<file path="config.mk">
export PLATFORM = sky130hd
export DESIGN_NAME = uart_rx_param
export DESIGN_NICKNAME = d
export VERILOG_FILES = /design/src/rtl/definitions_pkg.sv /design/src/rtl/uart_rx_sync.sv /design/src/rtl/uart_rx_param.sv
export SDC_FILE = /design/constraint.sdc
export NUM_CORES = 1
export LEC_CHECK = 0
export CORE_MARGIN = 3
export CORE_UTILIZATION = 55
export CTS_BUF_LIST = sky130_fd_sc_hd__clkbuf_2 sky130_fd_sc_hd__clkbuf_4 sky130_fd_sc_hd__clkbuf_8
export CTS_CLUSTER_DIAMETER = 60
export DETAILED_ROUTE_END_ITERATION = 7
export PLACE_DENSITY = 0.8
export SYNTH_ARGS = -nofsm -noshare
export SYNTH_HDL_FRONTEND = slang
export SYNTH_SLANG_ARGS = --single-unit
</file>
<file path="constraint.sdc">
create_clock -name clk -period 5.55 [get_ports clk]
set_input_delay 0.555 -clock clk [delete_from_list [all_inputs] [get_ports clk]]
set_output_delay 0.555 -clock clk [all_outputs]
set_load 0.05 [all_outputs]
</file>
<file path="src/rtl/definitions_pkg.sv">
// Shared types and constants for the parametrised UART receiver.
package definitions_pkg;

  // Parity selection captured at the start of each frame.
  typedef enum logic [1:0] {
    NONE = 2'd0,
    EVEN = 2'd1,
    ODD  = 2'd2
  } uart_parity_t;

  // Receiver FSM states.
  typedef enum logic [2:0] {
    IDLE     = 3'd0,
    START    = 3'd1,
    DATA     = 3'd2,
    PARITY   = 3'd3,
    STOP     = 3'd4,
    BRK_WAIT = 3'd5
  } rx_state_t;

  localparam int DEFAULT_OSR = 16;

  // Mode 2'b11 is reserved and behaves as no parity.
  function automatic uart_parity_t decode_parity(input logic [1:0] mode);
    case (mode)
      2'b01:   return EVEN;
      2'b10:   return ODD;
      default: return NONE;
    endcase
  endfunction

  function automatic logic maj3(input logic a, input logic b, input logic c);
    return (a & b) | (a & c) | (b & c);
  endfunction

endpackage

</file>
<file path="src/rtl/uart_rx_sync.sv">
// Multi-flop synchroniser for the asynchronous RX line; resets to the idle (high) level.
module uart_rx_sync #(
  parameter int STAGES = 2
) (
  input  logic clk,
  input  logic rstN,
  input  logic d,
  output logic q
);

  logic [STAGES-1:0] ff;

  // Shift the raw line through the flop chain.
  always_ff @(posedge clk or negedge rstN) begin
    if (!rstN) ff <= '1;
    else       ff <= {ff[STAGES-2:0], d};
  end

  assign q = ff[STAGES-1];

endmodule

</file>
<file path="src/rtl/uart_rx_param.sv">
// Parametrised UART receive engine with majority-vote sampling, optional parity,
// one/two stop bits, break detection and a valid/ready holding register.
//
// state    | meaning
// IDLE     | waiting for a falling edge on the synchronised line
// START    | validating the start bit; false starts fall back to IDLE
// DATA     | shifting DATA_W data bits in, LSB first
// PARITY   | sampling the parity bit and computing the parity error
// STOP     | sampling one or two stop bits, then delivering the word
// BRK_WAIT | break seen; waiting for the line to return high
module uart_rx_param
  import definitions_pkg::*;
#(
  parameter int DATA_W      = 8,
  parameter int OSR         = DEFAULT_OSR,
  parameter int SYNC_STAGES = 2
) (
  input  logic              clk,
  input  logic              rstN,
  input  logic              rx_enabled,
  input  logic              in,
  input  logic              s_tick,
  input  logic [1:0]        parity_mode,
  input  logic              two_stop,
  output logic [DATA_W-1:0] out,
  output logic              out_valid,
  input  logic              out_ready,
  output logic              frame_err,
  output logic              parity_err,
  output logic              break_det,
  output logic              overrun,
  output logic              busy
);

  localparam int SW = $clog2(OSR);
  localparam int BW = $clog2(DATA_W + 1);
  localparam logic [SW-1:0] CNT_LAST  = SW'(OSR - 1);
  localparam logic [SW-1:0] CNT_CHK   = SW'(OSR / 2 - 1);
  localparam logic [SW-1:0] CNT_VOTE  = SW'(OSR / 2 + 1);
  localparam logic [BW-1:0] DATA_LAST = BW'(DATA_W - 1);

  logic              rx_s;
  rx_state_t         state, state_n;
  logic [SW-1:0]     s_cnt;
  logic [BW-1:0]     b_cnt;
  logic [1:0]        hist;
  logic              bit_v;
  uart_parity_t      par_q;
  logic              two_q;
  logic [DATA_W-1:0] shreg;
  logic              par_err_q;
  logic              fe_acc;
  logic              low_acc;

  logic              vote_now;
  logic              bit_end;
  logic              start_det;
  logic              frame_done;
  logic              fe_now;
  logic              brk_now;
  logic              load;

  uart_rx_sync #(.STAGES(SYNC_STAGES)) u_sync (
    .clk  (clk),
    .rstN (rstN),
    .d    (in),
    .q    (rx_s)
  );

  // Vote over the current sample and the two previous tick samples; at CNT_VOTE this
  // covers counts OSR/2-1..OSR/2+1, at CNT_CHK it covers the three ticks ending there.
  assign vote_now = maj3(hist[1], hist[0], rx_s);
  assign bit_end  = s_tick && (s_cnt == CNT_LAST);
  assign load     = frame_done && (!out_valid || out_ready);

  // Next-state and frame-completion decode.
  always_comb begin
    state_n    = state;
    start_det  = 1'b0;
    frame_done = 1'b0;
    fe_now     = fe_acc | ~bit_v;
    brk_now    = (shreg == '0) && low_acc && !bit_v;
    if (!rx_enabled) begin
      state_n = IDLE;
    end else begin
      case (state)
        IDLE: begin
          if (!rx_s) begin
            state_n   = START;
            start_det = 1'b1;
          end
        end
        START: begin
          if (s_tick && (s_cnt == CNT_CHK) && vote_now) state_n = IDLE;
          else if (bit_end)                             state_n = DATA;
        end
        DATA: begin
          if (bit_end && (b_cnt == DATA_LAST))
            state_n = (par_q == NONE) ? STOP : PARITY;
        end
        PARITY: begin
          if (bit_end) state_n = STOP;
        end
        STOP: begin
          if (bit_end && (!two_q || (b_cnt == BW'(1)))) begin
            frame_done = 1'b1;
            state_n    = brk_now ? BRK_WAIT : IDLE;
          end
        end
        BRK_WAIT: begin
          if (rx_s) state_n = IDLE;
        end
        default: state_n = IDLE;
      endcase
    end
  end

  // State register, counters, vote capture and the receive shift register.
  always_ff @(posedge clk or negedge rstN) begin
    if (!rstN) begin
      state     <= IDLE;
      busy      <= 1'b0;
      s_cnt     <= '0;
      b_cnt     <= '0;
      hist      <= 2'b11;
      bit_v     <= 1'b1;
      par_q     <= NONE;
      two_q     <= 1'b0;
      shreg     <= '0;
      par_err_q <= 1'b0;
      fe_acc    <= 1'b0;
      low_acc   <= 1'b1;
    end else begin
      state <= state_n;
      busy  <= (state_n != IDLE);
      if (s_tick) hist <= {hist[0], rx_s};
      if (start_det) begin
        s_cnt     <= '0;
        b_cnt     <= '0;
        par_q     <= decode_parity(parity_mode);
        two_q     <= two_stop;
        par_err_q <= 1'b0;
        fe_acc    <= 1'b0;
        low_acc   <= 1'b1;
      end else if ((state != IDLE) && s_tick) begin
        s_cnt <= bit_end ? '0 : s_cnt + 1'b1;
        if (s_cnt == CNT_VOTE) bit_v <= vote_now;
        if (bit_end) begin
          case (state)
            DATA: begin
              shreg <= {bit_v, shreg[DATA_W-1:1]};
              b_cnt <= (b_cnt == DATA_LAST) ? '0 : b_cnt + 1'b1;
            end
            PARITY: par_err_q <= (^shreg) ^ bit_v ^ (par_q == ODD);
            STOP: begin
              fe_acc  <= fe_acc | ~bit_v;
              low_acc <= low_acc & ~bit_v;
              b_cnt   <= b_cnt + 1'b1;
            end
            default: ;
          endcase
        end
      end
    end
  end

  // Output holding register: a completed frame loads only if the slot is free or
  // being drained this cycle; otherwise the old word stays and overrun pulses.
  always_ff @(posedge clk or negedge rstN) begin
    if (!rstN) begin
      out        <= '0;
      out_valid  <= 1'b0;
      frame_err  <= 1'b0;
      parity_err <= 1'b0;
      break_det  <= 1'b0;
      overrun    <= 1'b0;
    end else begin
      overrun <= frame_done && !load;
      if (load) begin
        out        <= shreg;
        frame_err  <= fe_now;
        parity_err <= par_err_q;
        break_det  <= brk_now;
        out_valid  <= 1'b1;
      end else if (out_valid && out_ready) begin
        out_valid <= 1'b0;
      end
    end
  end

endmodule

</file>
* After elaboration in Yosys (flattened, before gate mapping)
Index checks and enable logic that the tools add are counted.
Storage, ports and cells: register bits after elaboration 44, logic and storage cells 119
Operators by class: add/sub/neg operators 2, equality and inequality tests 13, muxes and demuxes 40, bitwise operators 11, reductions and logical operators 34
Operators by type and width (number):
- two-way mux 3 bit | 10
- two-way mux 4 bit | 7
- two-way mux 1 bit | 20
- case mux 3 bit (6 select lines) | 1
- AND reduction 3 bit | 4
- logical AND 1 bit | 11
- nonzero test 2 bit | 5
- nonzero test 3 bit | 3
- adder 4 x 1 -> 4 bit (second input constant) | 2
- equality test 4 x 3 -> 1 bit (second input constant) | 2
- equality test 4 bit (second input constant) | 2
- zero test 8 bit | 1
- case mux 4 bit (2 select lines) | 1
- XOR reduction 8 bit | 1
- equality test 3 x 2 -> 1 bit (second input constant) | 2
- equality test 3 bit (second input constant) | 2
- bitwise AND 1 bit | 4
- equality test 2 bit (second input constant) | 2
- equality test 4 x 1 -> 1 bit (second input constant) | 1
- zero test 1 bit | 4
- case mux 2 bit (2 select lines) | 1
- AND reduction 4 bit | 1
- equality test 3 x 1 -> 1 bit (second input constant) | 1
- zero test 3 bit | 1
- 6 further kinds | 11

* Longest topological paths before layout
Gate-level depths: netlist (run 1).
depth in word-level cells 9, gate-level depth with buffers 8, gate-level depth less buffers 7

* Modules after synthesis
A second synthesis (run 1) with hierarchy kept.
Unflattened totals: cell total of the unflattened synthesis 200, area total of the unflattened synthesis 2199.6 µm²
Modules (own cells, without submodules):
- uart_rx_param | instances 1, cells each 198, area each 2147.1 µm², seq. area each 1056.0 µm²
- uart_rx_sync | instances 1, cells each 2, area each 52.6 µm², seq. area each 52.6 µm²

* Worst setup path before layout (run 1)
No wires, ideal clock.
path kind reg2reg, from register s_cnt[0], to register break_det, data arrival time 1879 ps, path slack 3547 ps, stages on the path, launching flop included 9, buffers on the path 2, period minus slack after synthesis 2003 ps, cell sequence dfrtp_1 -> ha_1 -> and4_1 -> buf_2 -> and3_2 -> nand3b_2 -> nor2b_2 -> buf_4 -> mux2_2
On the way: word-level cells in the longest chain between the ends 7
Ends and longest elaborated chain:
- from (decl) | line uart_rx_param.sv:44 | logic [SW-1:0] s_cnt;
- from (signal assigned) | line uart_rx_param.sv:146 | s_cnt <= bit_end ? '0 : s_cnt + 1'b1;
- equality test 4 bit | line uart_rx_param.sv:73 | assign bit_end = s_tick && (s_cnt == CNT_LAST);
- logical AND 1 bit | line uart_rx_param.sv:73
- logical AND 1 bit | line uart_rx_param.sv:105 | if (bit_end && (!two_q || (b_cnt == BW'(1)))) begin
- two-way mux 1 bit | line uart_rx_param.sv:105
- two-way mux 1 bit | line uart_rx_param.sv:86 | case (state)
- two-way mux 1 bit | line uart_rx_param.sv:83 | if (!rx_enabled) begin
- logical AND 1 bit | line uart_rx_param.sv:74 | assign load = frame_done && (!out_valid || out_ready);
- to (signal assigned) | line uart_rx_param.sv:183 | break_det <= brk_now;
- to (decl) | line uart_rx_param.sv:30 | output logic break_det,
Every way passes these cells. A chain may end at the register's enable or synchronous reset.

* Final worst setup path (run 1)
from input s_tick, to register out[0]
On the way: word-level cells in the longest chain between the ends 6
Ends and longest elaborated chain:
- from (decl) | line uart_rx_param.sv:22 | input logic s_tick,
- logical AND 1 bit | line uart_rx_param.sv:73
- logical AND 1 bit | line uart_rx_param.sv:105
- two-way mux 1 bit | line uart_rx_param.sv:105
- two-way mux 1 bit | line uart_rx_param.sv:86
- two-way mux 1 bit | line uart_rx_param.sv:83
- logical AND 1 bit | line uart_rx_param.sv:74
- to (signal assigned) | line uart_rx_param.sv:180 | out <= shreg;
- to (decl) | line uart_rx_param.sv:25 | output logic [DATA_W-1:0] out,
Every way passes these cells.

==> run_results.csv, run 1 <==
group,metric,value,unit
status,status,"completed",
detailed_routing,firstDrtPassIters,4,
timing,finalMaxSlewViolations,0,
timing,clock.fmax,0.3827,GHz
yosys,syn_avg_cell_area,10.65,sq um
floorplanning,die_h,68.24,um
yosys,ys_ff_latch,44,
power,peakVddDrop,192.7,uV
floorplanning,ioPinCount,23,
grt,antenna_found_initial,0,
worst_setup_path,cpMaxStageDelayCell,"clkdlybuf4s50_1",
worst_setup_path,critical_path_required,5.74,ns
cts,clk-insertion-delay-late,0.30,ns
yosys,yosysWarnings,0,
yosys,synth_top_area_cell,"dfrtp_1",
timing,setup_ws,2.937,ns
placement,dp_slack,2.637,ns
grt,grt_pass1_vias,1475,
yosys,synth_ff_type,"dfrtp_1",
worst_setup_path,arrival,2.80,ns
yosys,yosysTopAreaCellShare,0.4463,
cts,clock_path_buffers,2,
detailed_routing,dr_total_vias,1552,
yosys,synth_edf_count,0,
floorplanning,die-area,0.004657,sq mm
timing,finalCritPeriodShare,0.4709,
power,leakage,1.133,nW
yosys,yosys-top-cells-count,"dfrtp_1, nand2_1, inv_1, nor2_1, o21ai_0",
timing,worst_slew_pin_slew,1.166,ns
timing,hold_viol,0,
yosys,synth.most_common_cell,"dfrtp_1",
worst_setup_path,end_kind,"flip-flop",
grt,overflow,0,
worst_setup_path,critical_path_class,"in -> reg",
floorplanning,fp.dieW,68.24,um
finish,filler_cell_count,277,
placement,dpl.cell_count,261,
grt,grt_max_degree,45,
cts,postCtsHoldBufs,0,
cts,clk_pin_slew,0.09,ns
hold_path,whs_path_depth,0,
yosys,synthTopCellsByArea,"dfrtp_1, dfstp_2, mux2_2",
cts,postCtsSetupRepairBufs,0,
detailed_routing,avgRoutedWirePerCell,15.45,um
yosys,synthCells,200,
finish,n_antenna_cell,0,
power,total_power,661.5,uW
worst_setup_path,crit_fanout,11,
placement,place_congestion,0.9331,
worst_setup_path,rr_worst_depth,6,
worst_setup_path,cp_slowest_stage_delay,0.61,ns
worst_setup_path,crit_chain,"clkdlybuf4s50_1, and4_1, and3_2, nand3b_2, nor2b_2, mux2_2",
timing,grt_setup_unrepaired,"false",
detailed_routing,final_antenna_net_count,0,
power,power_density,265.9,mW/mm^2
run,drv_cap,0,
placement,portBuffers,22,
timing,max_slew_margin,0.2161,
hold_path,min_path_type,"reg -> reg",
cts,htreeDepth,2,
yosys,ys_types,47,
worst_setup_path,cp-start-kind,"input port",
yosys,synth_area,0.002131,sq mm
floorplanning,row_count,21,
floorplanning,fp.coreArea,0.003521,sq mm
timing,holdWs,0.3603,ns
finish,fin_cells,269,
finish,nets,239,
detailed_routing,viasPerCell,5.770,
finish,drive_gt1_frac,0.1435,
timing,post-route-min-period,2.613,ns
yosys,seq_area_frac_synth,0.5203,
grt,grt_pass1_wl,7120,um
timing,fin_worst_skew,0.005904,ns
detailed_routing,drtIter0Drc,80,
cts,cts_tree,"built",
cts,ctsResizeCount,0,
detailed_routing,drc,0,
yosys,async_reset_ff_frac,1.000,
cts,clockRootBuffer,"clkbuf_8",
cts,numClockSinks,44,
finish,area_delta_synth_final,16.74,%
yosys,syn_nets,217,
cts,cts_buffers,5,
timing,tns,0,ns
floorplanning,start_util,0.6052,
detailed_routing,drt_wl_total,4157,um
timing,final-setup-viol-count,0,
grt,grt_usage,0.2087,
placement,dp_hpwl,2905,um
==> metal layers <==
layer	global-route usage	vias to the layer above	wire length, um
met1	0.2598	758	1855
met3	0.05583	9	199
met5	0	-	0
met4	0.07940	0	69
met2	0.3454	53	2033
li1	-	732	-
==> flip-flops by register name, indices dropped and copies added (netlist names) <==
name	count
busy	1
fe_acc	1
state	3
break_det	1
hist	2
overrun	1
out	8
bit_v	1
parity_err	1
two_q	1
shreg	8
s_cnt	4
low_acc	1
par_q	2
out_valid	1
frame_err	1
b_cnt	4
par_err_q	1
u_sync.ff	2
==> cells by family after synthesis <==
| family | Yosys count | synth area share |
|---|---|---|
| muxes | 16 | 0.08397 |
| DFF | 44 | 0.5203 |
| AOI/OAI and AO/OA | 33 | 0.09748 |
| and+or+nand+nor | 67 | 0.1691 |
| buffers and inverters | 23 | 0.04463 |
| xor gates and xnor gates | 8 | 0.03288 |
| adders and majority gates | 9 | 0.05168 |
==> stage by stage <==
step / util / area, sq um
3_5_place_dp: 0.6738 / 2372
3_3_place_gp: 0.6738 / 2372
5_1_grt: 0.7065 / 2487
6_report: 0.7065 / 2487
2_1_floorplan: - / 2131
4_1_cts: 0.7065 / 2487
==> placed cells by master, fill, tap and decap left out, types with 7 or more instances in the layout <==
master,synthesis,routed
a21oi_1,7,7
clkdlybuf4s50_1,0,21
dfrtp_1,38,38
ha_1,8,8
inv_1,15,15
mux2_2,9,9
nand2_1,21,21
nor2_1,14,14
o21ai_0,13,13
==> where the power goes <==
group / total [mW] / internal, mW / leakage (nW) / switching (mW)
registers: 0.352 / 0.335 / 0.544 / 0.0169
logic: 0.0617 / 0.0263 / 0.534 / 0.0354
clock network: 0.248 / 0.136 / 0.0548 / 0.112
total: 0.661 / 0.497 / 1.13 / 0.164
==> final timing paths <==
| kind | slack, ns | endpoint | from |
|---|---|---|---|
| min | 0.36 | u_sync.ff[1] | u_sync.ff[0] |
| min reg2reg | 0.36 | u_sync.ff[1] | u_sync.ff[0] |
| max reg2reg | 3.09 | out[0] | s_cnt[0] |
| min in group asynchronous | 0.40 | b_cnt[0] | rstN |
| max in group asynchronous | 4.55 | s_cnt[3] | rstN |
| max | 2.94 | out[0] | s_tick |
==> cell type report <==
| cell class | count | area [sq um] | share of cell area |
|---|---|---|---|
| clock buffers | 5 | 68.82 | 0.02767 |
| clock inverters | 3 | 46.29 | 0.01861 |
| inverters | 15 | 56.30 | 0.02264 |
| multi-input cells | 133 | 927.1 | 0.3727 |
| flip-flops and latches | 44 | 1109 | 0.4457 |
| well taps | 46 | 57.56 | 0.02314 |
| repair buffers | 23 | 222.7 | 0.08954 |
==> worst max-delay path: cells and delay by family <==
family | cells | cell delay, ns
buf+inv | 1 | 0.61
mux | 1 | 0.40
simple gates | 4 | 1.22
Power figures use the tool's default switching activity.
==> run 2: changes to the inputs <==
==> constraint.sdc (replaced) <==
create_clock -name clk -period 2.5 [get_ports clk]
set_input_delay 0.25 -clock clk [delete_from_list [all_inputs] [get_ports clk]]
set_output_delay 0.25 -clock clk [all_outputs]
set_load 0.05 [all_outputs]
==> run 2 against run 1 <==
Effect of this change:
- critical path depth is 1 higher
- power is 120% higher
- combinational power is 110% higher
- final cell count is 0.74% higher
- hold slack worse by 0.26 ns
- register-to-register slack worse by 2.8 ns
- non-clock buffer count is 2 higher
- largest cell class unchanged
- sequential share of layout area is 0.60 points lower
==> run_results.csv, run 2 (synthesis results as in run 1) <==
group,metric,value,unit
placement,dp_hpwl,3052,um
grt,grt_pass1_vias,1552,
finish,n_antenna_cell,0,
cts,numClockSinks,44,
timing,tns,0,ns
finish,biggestRegsByFlops,"out: 8 flops, shreg: 8 flops",
finish,final_common_cell,"dfrtp_1",
finish,filler_cell_count,270,
worst_setup_path,rr_endpoint,"out[0]",
timing,grt_setup_unrepaired,"false",
worst_setup_path,crit_fanout,11,
timing,max_slew_margin,0.3715,
detailed_routing,drt_wl_total,4128,um
timing,finalMaxSlewViolations,0,
worst_setup_path,r2r_slack,0.31,ns
worst_setup_path,arrival,2.38,ns
worst_setup_path,rr_worst_depth,7,
floorplanning,ioPinCount,23,
worst_setup_path,critical_path_class,"reg -> reg",
detailed_routing,avgRoutedWirePerCell,15.23,um
finish,design_area,0.002521,sq mm
worst_setup_path,crit_chain,"ha_1, and4_1, and3_2, nand3b_2, nor2b_2, buf_12, mux2_2",
detailed_routing,final_antenna_net_count,0,
cts,ctsResizeCount,0,
timing,hold_viol,0,
floorplanning,start_util,0.6052,
detailed_routing,drc,0,
detailed_routing,firstDrtPassIters,4,
placement,dpl.cell_count,263,
finish,fin_cells,271,
cts,postCtsSetupRepairBufs,0,
power,power_density,587.3,mW/mm^2
floorplanning,die-area,0.004657,sq mm
worst_setup_path,end_kind,"flip-flop",
cts,htreeDepth,2,
cts,cts_tree,"built",
worst_setup_path,r2r_start,"s_cnt[0]",
timing,finalCritPeriodShare,0.8753,
floorplanning,fp.dieW,68.24,um
finish,drive_gt1_frac,0.1511,
detailed_routing,viasPerCell,5.708,
run,drv_cap,0,
cts,clk_pin_slew,0.08,ns
worst_setup_path,cpMaxStageDelayCell,"dfrtp_1",
timing,fin_worst_skew,0.008512,ns
cts,postCtsHoldBufs,0,
power,leakage,1.153,nW
finish,area_delta_synth_final,18.32,%
grt,overflow,0,
grt,antenna_found_initial,0,
floorplanning,row_count,21,
timing,setup_ws,0.3116,ns
worst_setup_path,cp-start-kind,"flip-flop",
cts,clk-insertion-delay-late,0.30,ns
grt,grt_pass1_wl,7065,um
status,status,"completed",
worst_setup_path,crit_buf_inv,1,
worst_setup_path,cp_slowest_stage_delay,0.45,ns
finish,layout_common_cells,"dfrtp_1, nand2_1, clkdlybuf4s50_1",
detailed_routing,dr_total_vias,1547,
timing,post-route-min-period,2.188,ns
hold_path,min_path_type,"in -> async",
power,peakVddDrop,551.9,uV
timing,clock.fmax,0.4570,GHz
timing,worst_slew_pin_slew,0.9427,ns
placement,dp_slack,0.1511,ns
cts,cts_buffers,5,
placement,place_congestion,0.9073,
cts,clockRootBuffer,"clkbuf_8",
worst_setup_path,worst-path-stages,7,
floorplanning,fp.coreArea,0.003521,sq mm
placement,portBuffers,22,
grt,grt_usage,0.2073,
finish,nets,241,
grt,grt_max_degree,45,
detailed_routing,drtIter0Drc,89,
cts,clock_path_buffers,2,
worst_setup_path,critical_path_required,2.69,ns
worst_setup_path,critPathTopFamily,"simple AND/OR/NAND/NOR gates",
timing,final-setup-viol-count,0,
floorplanning,die_h,68.24,um
placement,placed_area,0.002400,sq mm
run 2: changes by cell type in the layout (fill, tap and decap cells not counted), sizes merged:
cell / change
buf: +2
clkbuf: +1
clkinv: +1
clkinvlp: -1
inv: -1
run 2: report_power, final:
group          total, mW  switching, mW  internal (mW)
Combinational      0.131         0.0737         0.0576
Sequential         0.782         0.0373          0.745
Clock              0.567          0.241          0.327
Total               1.48          0.352           1.13
run 2: area by class of cell:
cell class | count | area [sq um] | area share
flip-flops and latches | 44 | 1109 | 0.4397
multi-input cells | 133 | 927.1 | 0.3677
repair buffers | 25 | 250.2 | 0.09926
clock buffers | 6 | 82.58 | 0.03275
well taps | 46 | 57.56 | 0.02283
inverters | 15 | 56.30 | 0.02233
clock inverters | 2 | 38.79 | 0.01538
run 2: worst reg2reg max path: stages, from the launching register on:
cell	delay (ns)
dfrtp_1	0.45
ha_1	0.27
and4_1	0.31
and3_2	0.26
nand3b_2	0.13
nor2b_2	0.18
buf_12	0.15
mux2_2	0.34
run 2: worst max-delay path by stage:
stage / slack (ns) / from / endpoint
6_report: 0.31 / s_cnt[0] / out[0]
5_1_grt: 0.17 / s_cnt[0] / out[1]
4_1_cts: 0.33 / s_cnt[0] / out[1]
3_5_place_dp: 0.15 / s_tick / out[1]
3_3_place_gp: 0.20 / s_tick / out[5]
2_1_floorplan: 0.50 / s_cnt[0] / break_det
run 2: routing by layer:
metal | GRT usage | share of wire | vias up
met5 | 0 | 0 | -
met4 | 0.06203 | 0.015 | 0
met3 | 0.06076 | 0.061 | 10
met2 | 0.3466 | 0.49 | 47
met1 | 0.2594 | 0.43 | 746
li1 | - | - | 744
run 2: per-stage QoR:
step	utilization	total power [mW]	hold WS, ns
final	0.7161	1.481	0.09677
after global routing	0.7161	1.547	0.1534
after CTS	0.7161	1.496	0.1247
after detailed placement	0.6816	0.9279	0.3499
after global placement	0.6816	0.9167	0.3462
after floorplan	-	0.8688	-0.04559
==> run 3: changes to the inputs <==
--- a/config.mk
+++ b/config.mk
@@ -7,7 +7,6 @@
 export LEC_CHECK = 0
 export CORE_MARGIN = 3
 export CORE_UTILIZATION = 55
-export CTS_BUF_LIST = sky130_fd_sc_hd__clkbuf_2 sky130_fd_sc_hd__clkbuf_4 sky130_fd_sc_hd__clkbuf_8
 export CTS_CLUSTER_DIAMETER = 60
 export DETAILED_ROUTE_END_ITERATION = 7
 export PLACE_DENSITY = 0.8
==> results of run 3 <==
The final DEF is identical to that of run 2; final timing and power are the same.
